===== src/rtl/en_debounce_pkg.sv =====
// en_debounce_pkg: shared types and defaults for the enable debouncer.
//   deb_state_e      - per-channel debounce FSM state encoding
//   DEB_CYCLES_DEF   - default number of stable synchronized cycles
//   CNT_W_DEF        - default debounce counter width
package en_debounce_pkg;

    typedef enum logic [1:0] {
        ST_LO  = 2'd0,
        CHK_HI = 2'd1,
        ST_HI  = 2'd2,
        CHK_LO = 2'd3
    } deb_state_e;

    localparam int unsigned DEB_CYCLES_DEF = 4;
    localparam int unsigned CNT_W_DEF      = 8;

endpackage


===== src/rtl/en_debounce_ch.sv =====
// en_debounce_ch: one debounce channel (2-flop synchronizer, 4-state FSM,
// stability counter, optional rising-edge pulse).
// Ports:
//   clk_i   - clock
//   rst_ni  - asynchronous active-low reset
//   ena_i   - 1: FSM/counter advance, 0: debounce state frozen
//   raw_i   - asynchronous raw level
//   en_o    - registered debounced level
//   rise_o  - one-cycle pulse on en_o 0->1 (tied 0 unless EN_DEBOUNCE_RISE_EN)
// Configuration macro: EN_DEBOUNCE_RISE_EN
module en_debounce_ch
    import en_debounce_pkg::*;
#(
    parameter int unsigned DEB_CYCLES = DEB_CYCLES_DEF,
    parameter int unsigned CNT_W      = CNT_W_DEF
) (
    input  logic clk_i,
    input  logic rst_ni,
    input  logic ena_i,
    input  logic raw_i,
    output logic en_o,
    output logic rise_o
);

    localparam logic [CNT_W-1:0] CNT_LAST = CNT_W'(DEB_CYCLES - 1);

    logic             sync1_q;
    logic             sync2_q;
    logic             s;
    deb_state_e       state_q, state_d;
    logic [CNT_W-1:0] cnt_q, cnt_d;
    logic             en_q, en_d;

    // Synchronizer keeps sampling regardless of ena_i.
    always_ff @(posedge clk_i or negedge rst_ni) begin
        if (!rst_ni) begin
            sync1_q <= 1'b0;
            sync2_q <= 1'b0;
        end else begin
            sync1_q <= raw_i;
            sync2_q <= sync1_q;
        end
    end

    assign s = sync2_q;

    always_ff @(posedge clk_i or negedge rst_ni) begin
        if (!rst_ni) begin
            state_q <= ST_LO;
            cnt_q   <= '0;
            en_q    <= 1'b0;
        end else begin
            state_q <= state_d;
            cnt_q   <= cnt_d;
            en_q    <= en_d;
        end
    end

    always_comb begin
        state_d = state_q;
        cnt_d   = cnt_q;
        en_d    = en_q;
        if (ena_i) begin
            case (state_q)
                ST_LO: begin
                    if (s) begin
                        state_d = CHK_HI;
                        cnt_d   = '0;
                    end
                end
                CHK_HI: begin
                    if (!s) begin
                        state_d = ST_LO;
                        cnt_d   = '0;
                    end else if (cnt_q == CNT_LAST) begin
                        state_d = ST_HI;
                        cnt_d   = '0;
                        en_d    = 1'b1;
                    end else begin
                        cnt_d = cnt_q + CNT_W'(1);
                    end
                end
                ST_HI: begin
                    if (!s) begin
                        state_d = CHK_LO;
                        cnt_d   = '0;
                    end
                end
                CHK_LO: begin
                    if (s) begin
                        state_d = ST_HI;
                        cnt_d   = '0;
                    end else if (cnt_q == CNT_LAST) begin
                        state_d = ST_LO;
                        cnt_d   = '0;
                        en_d    = 1'b0;
                    end else begin
                        cnt_d = cnt_q + CNT_W'(1);
                    end
                end
                default: begin
                    state_d = ST_LO;
                    cnt_d   = '0;
                end
            endcase
        end
    end

    assign en_o = en_q;

`ifdef EN_DEBOUNCE_RISE_EN
    logic rise_q, rise_d;

    // Fires on the same edge that sets en, so rise and en read 1 together.
    always_comb begin
        rise_d = ena_i && (state_q == CHK_HI) && s && (cnt_q == CNT_LAST);
    end

    always_ff @(posedge clk_i or negedge rst_ni) begin
        if (!rst_ni) begin
            rise_q <= 1'b0;
        end else begin
            rise_q <= rise_d;
        end
    end

    assign rise_o = rise_q;
`else
    assign rise_o = 1'b0;
`endif

endmodule


===== src/rtl/en_debounce.sv =====
// en_debounce: two independent debounced enable channels.
// Ports:
//   clk    - clock
//   rst_n  - asynchronous active-low reset
//   ena    - 1: debounce counters advance, 0: frozen
//   raw1/2 - asynchronous raw enable requests
//   en1/2  - registered debounced levels
//   rise1/2- one-cycle pulse on en 0->1
// Configuration macro: EN_DEBOUNCE_RISE_EN (rise1/rise2 tied 0 when undefined)
module en_debounce
    import en_debounce_pkg::*;
#(
    parameter int unsigned DEB_CYCLES = DEB_CYCLES_DEF,
    parameter int unsigned CNT_W      = CNT_W_DEF
) (
    input  logic clk,
    input  logic rst_n,
    input  logic ena,
    input  logic raw1,
    input  logic raw2,
    output logic en1,
    output logic en2,
    output logic rise1,
    output logic rise2
);

    en_debounce_ch #(
        .DEB_CYCLES (DEB_CYCLES),
        .CNT_W      (CNT_W)
    ) u_ch1 (
        .clk_i  (clk),
        .rst_ni (rst_n),
        .ena_i  (ena),
        .raw_i  (raw1),
        .en_o   (en1),
        .rise_o (rise1)
    );

    en_debounce_ch #(
        .DEB_CYCLES (DEB_CYCLES),
        .CNT_W      (CNT_W)
    ) u_ch2 (
        .clk_i  (clk),
        .rst_ni (rst_n),
        .ena_i  (ena),
        .raw_i  (raw2),
        .en_o   (en2),
        .rise_o (rise2)
    );

endmodule


===== config.mk =====
export PLATFORM = sky130hd
export DESIGN_NAME = en_debounce
export DESIGN_NICKNAME = d
export VERILOG_FILES = /design/src/rtl/en_debounce_pkg.sv /design/src/rtl/en_debounce_ch.sv /design/src/rtl/en_debounce.sv
export SDC_FILE = /design/constraint.sdc
export NUM_CORES = 1
export LEC_CHECK = 0
export BUFFER_PORTS_ARGS = -buffer_cell sky130_fd_sc_hd__buf_2
export CAP_MARGIN = 40
export CORE_AREA = 3 3 50 52
export CTS_CLUSTER_DIAMETER = 150
export DETAILED_ROUTE_END_ITERATION = 10
export DIE_AREA = 0 0 53 55
export PLACE_DENSITY = 0.85
export SETUP_SLACK_MARGIN = 0.5
export SYNTH_ARGS = -nofsm -noshare
export SYNTH_HDL_FRONTEND = slang
export SYNTH_HIERARCHICAL = 1
export SYNTH_SLANG_ARGS = --single-unit

===== constraint.sdc =====
create_clock -name clk -period 3.4 [get_ports clk]
set_input_delay 0.17 -clock clk [delete_from_list [all_inputs] [get_ports clk]]
set_output_delay 0.17 -clock clk [all_outputs]
set_load 0.02 [all_outputs]

==> impl_metrics.py, run 1 <==
metrics = {
    "outcome": {
        "status": "complete, no violations",
    },
    "detailed_routing": {
        "first_pass_iters": 4,
        "drc": 0,
        "via_per_inst": 6.05,
        "detail_route.wl_per_cell_um": 14.7,
        "num_vias": 993,
        "wl_um": 2410,
        "ant_nets": 0,
        "drt_iter0_drc": 10,
    },
    "clock_network": {
        "cts_tree": "yes",
        "insertion_delay_ps": 310,
        "clock_sinks": 26,
        "cts_htree_levels": 1,
        "clock_tree.root_cell": "clkbuf_4",
        "clk_path_buf_depth": 2,
        "clkTransAtPathRegs_ps": 130,
        "cts_buffers": 3,
        "postCtsSetupBuffers": 0,
    },
    "synthesis": {
        "yosys_warnings": 6,
        "ys_ff_latch": 26,
        "synth-edff-count": 0,
        "seq_area_frac_synth_pct": 49.0,
        "ys_types": 43,
        "postSynthNetCount": 134,
        "netlist_top_cells_area": "dfrtp_1 49%, xor2_1 6.6%, nand2_1 2.8%",
        "synth_most_common_cell": "dfrtp_1",
        "post_synth.cell_area_avg_um2": 10.5,
        "yosysTopAreaCellShare_pct": 49.0,
        "synthesis.area_um2": 1330,
        "synthTopCellsByCount": "26 x dfrtp_1, 10 x nand2_1, 10 x xor2_1, 8 x nor2_1, 6 x o21ai_0",
        "syn-instance-count": 127,
        "synth_ff_type": "dfrtp_1",
        "yosysTopAreaCell": "dfrtp_1",
        "synthArstFlopShare_pct": 100,
    },
    "grt": {
        "grt-ovfl-total": 0,
        "grt_pass1_vias": 985,
        "grt_pass1_wl_um": 3900,
        "grt_util_all_layers_pct": 18.5,
        "antenna_found_initial": 0,
        "grt_max_degree": 27,
    },
    "critical_path": {
        "cp_max_fo": 6,
        "critPathLaunchType": "flop",
        "crit_type": "reg2reg",
        "max_stage_delay_ps": 560,
        "arrival_ps": 2150,
        "crit_slowest_cell": "or4_1",
        "end_kind": "flop",
        "cp_cell_sequence": "or4_1 > or3_1 > a31oi_1 > nor2_1",
        "crit_required_ps": 3600,
    },
    "die": {
        "initial_utilization_pct": 61.8,
        "die_h_um": 55,
        "rows": 17,
        "pin_count": 9,
        "core_um2": 2150,
        "die-area_um2": 2920,
        "die_w_um": 53,
    },
    "place": {
        "portBuffers": 6,
        "dp_cells": 157,
        "dpl.hpwl_um": 1770,
        "gp_congestion": 0.824,
    },
    "sta": {
        "period_needed_ps": 1950,
        "hold_viol": 0,
        "maxSlewViolCount": 0,
        "tns_ps": 0,
        "period_share_pct": 57.4,
        "clock_skew_ps": 2.94,
        "rsz0062_at_grt": "no",
        "slew_headroom_pct": 63.0,
        "max_freq_mhz": 512,
        "tightest_slew_ps": 553,
        "setup_violations": 0,
    },
    "power_and_ir_drop": {
        "power_density_nw_per_um2": 521,
        "ir_drop_uv": 345,
        "p_leak_nw": 0.642,
    },
    "cells_and_area": {
        "diodes": 0,
        "fin_util_pct": 66.7,
        "drive_gt1_share_pct": 15.4,
        "final.fill_count": 175,
        "synthToLayoutAreaGrowth_pct": 8.01,
        "nNetsFinal": 144,
        "post_layout_nonfiller_instances": 164,
    },
    "flow_run": {
        "drv_cap": 0,
    },
    "worst_hold_path": {
        "hp-class": "in2reg",
    },
}
==> flip-flops by register name (all words and copies together), names as in the netlist, named ones only <==
signal	cells
u_ch1/cnt_q	8
u_ch2/cnt_q	8
u_ch1/en_o	1
u_ch1/s	1
u_ch1/state_q	1
u_ch1/sync1_q	1
u_ch2/en_o	1
u_ch2/s	1
u_ch2/state_q	1
u_ch2/sync1_q	1
==> path summary, 6_finish.rpt <==
path                       cells past startpoint            from  slack [ps]          endpoint
min in group asynchronous                      2           rst_n         360    u_ch1/cnt_q[0]
min reg2reg                                    0   u_ch2/sync1_q         370           u_ch2/s
min                                            2             ena         270  u_ch2/state_q[0]
max                                            4  u_ch2/cnt_q[2]        1450    u_ch2/cnt_q[4]
max in group asynchronous                      2           rst_n        2670    u_ch2/cnt_q[5]
max reg2reg                                    4  u_ch2/cnt_q[2]        1450    u_ch2/cnt_q[4]
==> per-stage QoR <==
step	instance area, um2	power (W)	worst slack, ps	hold WS, ps
finish	1430	0.000747	1450	268
global route	1430	0.000795	1340	274
CTS	1430	0.000754	1480	254
detailed placement	1370	0.000601	1500	189
global placement	1370	0.000586	1520	183
floorplan	1330	0.000552	1550	-126
==> worst max-delay path: cells and delay by family (launching register included) <==
| family | cells | cell delay [ps] |
|---|---|---|
| AO/OA/AOI/OAI | 1 | 320 |
| flip-flops | 1 | 470 |
| AND/OR/NAND/NOR | 3 | 1060 |
==> power breakdown <==
group | switching (W) | internal [W]
sequential | 0.0000659 | 0.000354
combinational | 0.000104 | 0.0000758
clock | 0.0000819 | 0.0000653
==> cells in the final DEF, fill, tap and decap left out, types with 2 or more instances in the layout <==
cell           netlist  final
nor2_1               8      8
conb_1               2      2
dfrtp_1             26     26
o21ai_1              4      4
nand3_1              5      5
nand3b_1             2      2
and4_1               3      3
o21ai_0              6      6
xor2_1              10     10
clkbuf_4             0      3
inv_1                5      5
nand4_1              4      4
nand2_1             10     10
and3_1               2      2
buf_2                2      6
dlygate4sd3_1        0      3
a31oi_1              3      3
ha_1                 2      2
o2111ai_1            3      3
o211ai_1             4      4
==> cells by family after synthesis <==
| family | after synthesis | synth area share (%) |
|---|---|---|
| buf+inv | 9 | 3.30 |
| other cells | 2 | 0.566 |
| xor+xnor | 12 | 8.48 |
| fa+ha+maj | 2 | 1.88 |
| mux | 2 | 1.98 |
| simple gates | 45 | 19.6 |
| compound gates | 29 | 15.2 |
| flops | 26 | 49.0 |
==> metal layers <==
| layer | track usage [%] | vias to the layer above | part of all wire, % | wire length (um) |
|---|---|---|---|---|
| li1 | - | 475 | - | - |
| met1 | 19.5 | 498 | 44 | 1050 |
| met2 | 35.1 | 18 | 53 | 1270 |
| met3 | 2.41 | 2 | 2.9 | 71 |
| met4 | 11.1 | 0 | 0.50 | 12 |
| met5 | 0 | - | 0 | 0 |
==> what timing repair did <==
action	in CTS	in global routing
hold buffers	3	0
endpoints found under the hold margin	28	0
resized for setup	0	0
==> area by class of cell <==
cell class	count	area (um2)	share of cell area, %
Timing Repair Buffer	9	60.1	4.19
Multi-Input combinational cell	92	633	44.2
Sequential cell	26	651	45.4
Tap cell	28	35.0	2.44
Inverter	5	18.8	1.31
Clock buffer	4	36.3	2.53
Note: power is estimated with default switching activity, not from simulation.
==> inputs of run 2 (changes only) <==
CORE_AREA = 3 3 52 54   (was 3 3 50 52)
DIE_AREA = 0 0 55 57   (was 0 0 53 55)
PLACE_DENSITY = 0.79   (was 0.85)
clock period = 2 ns   (was 3.4 ns; I/O delays follow)
==> run 2 against run 1 <==
Non-clock buffer count increased by 4. Setup slack got worse by 1300 ps. Die area rose by 7.5%. Clock power grew 140%. Sequential cell count did not move. Via count rose by 2.4%. Global-route usage grew 0.45 points. Register-to-register slack worse by 1300 ps. Critical path type unchanged.
==> impl_metrics.py, run 2 (same netlist as run 1, synthesis figures left out) <==
metrics = {
    "cells_and_area": {
        "drive_gt1_share_pct": 25.7,
        "post_layout_nonfiller_instances": 168,
        "diodes": 0,
        "synthToLayoutAreaGrowth_pct": 18.8,
        "reg_top3": "u_ch1/cnt_q (8), u_ch2/cnt_q (8)",
        "layout_common_cells": "25 x dfrtp_1, 10 x xor2_1, 8 x nor2_1, 8 x nand2_1, 6 x buf_2",
        "nNetsFinal": 148,
        "final_common_cell": "dfrtp_1",
        "final.fill_count": 167,
    },
    "outcome": {
        "status": "complete, no violations",
    },
    "grt": {
        "antenna_found_initial": 0,
        "grt-ovfl-total": 0,
        "grt_pass1_vias": 1043,
        "grt_pass1_wl_um": 4430,
        "grt_util_all_layers_pct": 18.9,
        "grt_max_degree": 27,
    },
    "critical_path": {
        "max_stage_delay_ps": 510,
        "arrival_ps": 2040,
        "crit_type": "reg2reg",
        "crit_required_ps": 2220,
        "reg2reg_slack_ps": 180,
        "critPathMostFrequentCell": "or4_4",
        "end_kind": "flop",
        "cp_cell_sequence": "or4_4 > or4_4 > mux2_4",
        "critPathLaunchType": "flop",
        "crit_slowest_cell": "or4_4",
        "cp_max_fo": 4,
    },
    "detailed_routing": {
        "num_vias": 1017,
        "highest_layer": "met4",
        "wl_met2_um": 1580,
        "via_per_inst": 6.05,
        "drc": 0,
        "wl_met3_um": 84,
        "wl_um": 2850,
        "ant_nets": 0,
        "wl_met1_um": 1150,
        "first_pass_iters": 4,
        "drt_iter0_drc": 23,
        "detail_route.wl_per_cell_um": 17.0,
    },
    "power_and_ir_drop": {
        "p_leak_nw": 0.680,
        "power_density_nw_per_um2": 948,
        "ir_drop_uv": 664,
    },
    "die": {
        "rows": 17,
        "die_w_um": 55,
        "pin_count": 9,
        "core_um2": 2250,
        "die_h_um": 57,
        "die-area_um2": 3140,
        "initial_utilization_pct": 58.9,
    },
    "clock_network": {
        "cts_htree_levels": 1,
        "clk_path_buf_depth": 2,
        "cts_buffers": 3,
        "clock_tree.root_cell": "clkbuf_4",
        "insertion_delay_ps": 320,
        "clock_sinks": 26,
        "clkTransAtPathRegs_ps": 140,
        "cts_tree": "yes",
    },
    "sta": {
        "maxSlewViolCount": 0,
        "rsz0062_at_grt": "yes",
        "hold_viol": 0,
        "period_needed_ps": 1820,
        "clock_skew_ps": 3.60,
        "slew_headroom_pct": 62.4,
        "tns_ps": 0,
        "max_freq_mhz": 549,
        "fin_hold_ws_ps": 179,
        "period_share_pct": 91.1,
        "tightest_slew_ps": 564,
        "setup_violations": 0,
    },
    "place": {
        "gp_congestion": 0.797,
        "dpl.hpwl_um": 1710,
        "portBuffers": 6,
        "dp_cells": 158,
    },
    "worst_hold_path": {
        "hp-class": "in2reg",
    },
    "flow_run": {
        "drv_cap": 0,
    },
}
run 2: cell count changes in the layout (fill, tap and decap cells not counted), sizes merged:
cell and change:
bufinv +1, buf +4, clkbuf -1
run 2: worst paths after layout:
path	from	endpoint	cells past startpoint
hold reg to reg	u_ch1/sync1_q	u_ch1/s	0
min in group asynchronous	rst_n	u_ch1/cnt_q[7]	2
setup / recovery	u_ch2/cnt_q[4]	flop	3
hold / removal	ena	u_ch2/state_q[0]	2
setup reg to reg	u_ch2/cnt_q[4]	flop	3
max in group asynchronous	rst_n	asynchronous set/reset pin	2
run 2: per-layer routing:
layer	up-vias	track usage, %
met1	502	21.6
met2	26	32.9
met3	7	3.39
met5	-	0
met4	0	9.03
li1	482	-
run 2: cell type report:
class / instances / area (um2) / share of cell area (%)
tap: 28 / 35.0 / 2.22
multi-input combinational: 92 / 729 / 46.2
sequential: 26 / 652 / 41.3
clock buffer: 3 / 22.5 / 1.43
timing repair buffer: 13 / 90.1 / 5.71
inverter: 5 / 18.8 / 1.19
clock inverter: 1 / 30.0 / 1.90
run 2: worst max-delay path: cells and delay by family (launching register included):
family | cells | cell delay [ps]
simple gates | 2 | 960
flops | 1 | 460
mux | 1 | 310
run 2: power by group:
part / internal [W] / switching, W
combinational: 0.000185 / 0.000213
clock: 0.000203 / 0.000153
sequential: 0.000603 / 0.000140
run 2: repair_timing:
action / 4_1_cts / 5_1_grt
hold endpoints to repair: 28 / 0
buffers inserted: 2 / 1
resized for setup: 8 / 9
setup endpoints to repair: 21 / 19
hold buffers: 3 / 0
pin swaps: 1 / 8
run 2: metrics by stage:
| stage | utilization, % | cell area (um2) | power [W] | worst slack (ps) |
|---|---|---|---|---|
| floorplan | - | 1330 | 0.000942 | 248 |
| global placement | 61.3 | 1380 | 0.00101 | 230 |
| detailed placement | 61.3 | 1380 | 0.00103 | 196 |
| CTS | 67.8 | 1530 | 0.00143 | 226 |
| global route | 70.0 | 1580 | 0.00158 | 153 |
| finish | 70.0 | 1580 | 0.00150 | 178 |
==> inputs of run 3 (changes only) <==
BUFFER_PORTS_ARGS = -buffer_cell sky130_fd_sc_hd__clkbuf_2   (was -buffer_cell sky130_fd_sc_hd__buf_2)
GPL_TIMING_DRIVEN = 0   (was default)
==> run 3 against run 2 <==
Core utilization is 1.8 points higher. Critical path depth stayed put. Clock-buffer cell count stayed put. Register-to-register slack hardly changed. Design area is 2.5% higher. Clock power is 1% lower. Final cell count is 2.4% higher. Maximum frequency is 0.29% lower. Clock skew is 0.51 ps higher. Via count is 0.79% lower. First-iteration DRC count is 4.3% lower. Non-clock buffer count is 4 higher.
==> impl_metrics.py, run 3 (same netlist as run 1, synthesis figures left out) <==
metrics = {
    "detailed_routing": {
        "first_pass_iters": 4,
        "num_vias": 1009,
        "wl_um": 2750,
        "via_per_inst": 5.87,
        "drt_iter0_drc": 22,
        "detail_route.wl_per_cell_um": 16.0,
        "drc": 0,
        "ant_nets": 0,
    },
    "power_and_ir_drop": {
        "power_frac_clock_pct": 23.4,
        "sw_frac_of_total_pct": 33.4,
        "ir_drop_uv": 699,
        "p_leak_nw": 0.705,
        "pwr-share-comb_pct": 28.7,
        "p_int_w": 0.000993,
        "p_seq_share_pct": 47.9,
        "power_density_nw_per_um2": 922,
        "p_switching_w": 0.000499,
    },
    "clock_network": {
        "clock_tree.root_cell": "clkbuf_4",
        "clkTransAtPathRegs_ps": 130,
        "cts_htree_levels": 1,
        "clk_path_buf_depth": 2,
        "cts_tree": "yes",
        "insertion_delay_ps": 310,
        "clock_sinks": 26,
        "cts_buffers": 3,
    },
    "grt": {
        "grt-ovfl-total": 0,
        "grt_pass1_vias": 972,
        "antenna_found_initial": 0,
        "grt_util_all_layers_pct": 18.0,
        "grt_max_degree": 27,
        "grt_pass1_wl_um": 4190,
    },
    "sta": {
        "fin_ws_ps": 173,
        "slew_headroom_pct": 57.9,
        "period_share_pct": 91.3,
        "maxSlewViolCount": 0,
        "max_freq_mhz": 547,
        "rsz0062_at_grt": "yes",
        "tns_ps": 0,
        "hold_viol": 0,
        "tightest_slew_ps": 632,
        "clock_skew_ps": 4.11,
        "period_needed_ps": 1830,
        "setup_violations": 0,
    },
    "die": {
        "initial_utilization_pct": 58.9,
        "die-area_um2": 3140,
        "die_h_um": 57,
        "die_w_um": 55,
        "rows": 17,
        "pin_count": 9,
        "core_um2": 2250,
    },
    "critical_path": {
        "crit_required_ps": 2220,
        "end_kind": "flop",
        "crit_type": "reg2reg",
        "cp_max_fo": 3,
        "rr_worst_depth": 3,
        "reg2reg_slack_ps": 170,
        "arrival_ps": 2040,
        "r2r_start": "u_ch2/cnt_q[3]",
        "critPathLaunchType": "flop",
    },
    "place": {
        "gp_congestion": 0.767,
        "post-place-ws_ps": 176,
        "dpl.hpwl_um": 1630,
        "portBuffers": 6,
    },
    "outcome": {
        "status": "complete, no violations",
    },
    "cells_and_area": {
        "synthToLayoutAreaGrowth_pct": 21.9,
        "final_common_cell": "dfrtp_1",
        "layout_common_cells": "26 x dfrtp_1, 9 x nand2_1, 9 x xor2_1",
        "diodes": 0,
        "drive_gt1_share_pct": 27.1,
        "reg_top3": "u_ch1/cnt_q (8), u_ch2/cnt_q (8)",
        "nNetsFinal": 152,
    },
    "worst_hold_path": {
        "whs_endpoint": "u_ch2/state_q[0]",
        "whs_path_depth": 2,
        "worstHoldStart": "ena",
        "hp-class": "in2reg",
    },
    "flow_run": {
        "drv_cap": 0,
    },
}
run 3: metrics by stage:
stage               power, W  hold WS, ps  area [um2]  cells  utilization (%)
floorplan           0.000942         -196        1330    127                -
global placement     0.00101          142        1400    161             62.0
detailed placement   0.00103          150        1400    161             62.0
CTS                  0.00143         36.2        1550    170             68.9
global route         0.00158         75.7        1620    172             71.8
finish               0.00149         57.1        1620    172             71.8
run 3: critical path, cell delays in order (launching register included):
cell and delay, ps:
dfrtp_1 430, or4_4 530, or4_4 450, mux2_4 310
run 3: repair_timing:
| item | 4_1_cts | 5_1_grt |
|---|---|---|
| pin swaps | 1 | 10 |
| hold buffers | 3 | 0 |
| setup buffers | 2 | 2 |
| resized for setup | 9 | 8 |
| gates cloned | 0 | 0 |
| endpoints found under the hold margin | 28 | 0 |
| setup endpoints to repair | 22 | 20 |
run 3: cell type report:
| type | count | area (um2) |
|---|---|---|
| Clock inverter | 1 | 30.0 |
| Clock buffer | 3 | 22.5 |
| Timing Repair Buffer | 13 | 90.1 |
| Multi-Input combinational cell | 92 | 746 |
| Tap cell | 28 | 35.0 |
| Buffer | 4 | 25.0 |
| Inverter | 5 | 18.8 |
| Sequential cell | 26 | 651 |
| Fill cell | 162 | 637 |
run 3: power by group through the flow:
stage	registers (W)	logic, W	clock network [W]
3_5_place_dp	0.000693	0.000339	0
4_1_cts	0.000689	0.000381	0.000363
6_report	0.000715	0.000428	0.000350
3_3_place_gp	0.000687	0.000328	0
2_1_floorplan	0.000685	0.000257	0
5_1_grt	0.000728	0.000464	0.000383
run 3: how the worst max path moves through the flow:
stage | startpoint | to | slack (ps) | cells past startpoint
after floorplan | u_ch2/cnt_q[3] | flop | 250 | 3
after global placement | u_ch2/cnt_q[3] | flop | 200 | 3
after detailed placement | u_ch2/cnt_q[3] | u_ch2/cnt_q[3] | 180 | 4
after CTS | u_ch2/cnt_q[4] | flop | 210 | 3
after global routing | u_ch2/cnt_q[4] | flop | 160 | 3
final | u_ch2/cnt_q[3] | flop | 170 | 3
run 3: layer usage:
layer / GRT usage (%) / part of all wire, %
met4: 8.68 / 2.5
met5: 0 / 0
met3: 2.61 / 1.8
met1: 21.6 / 41
met2: 30.7 / 55
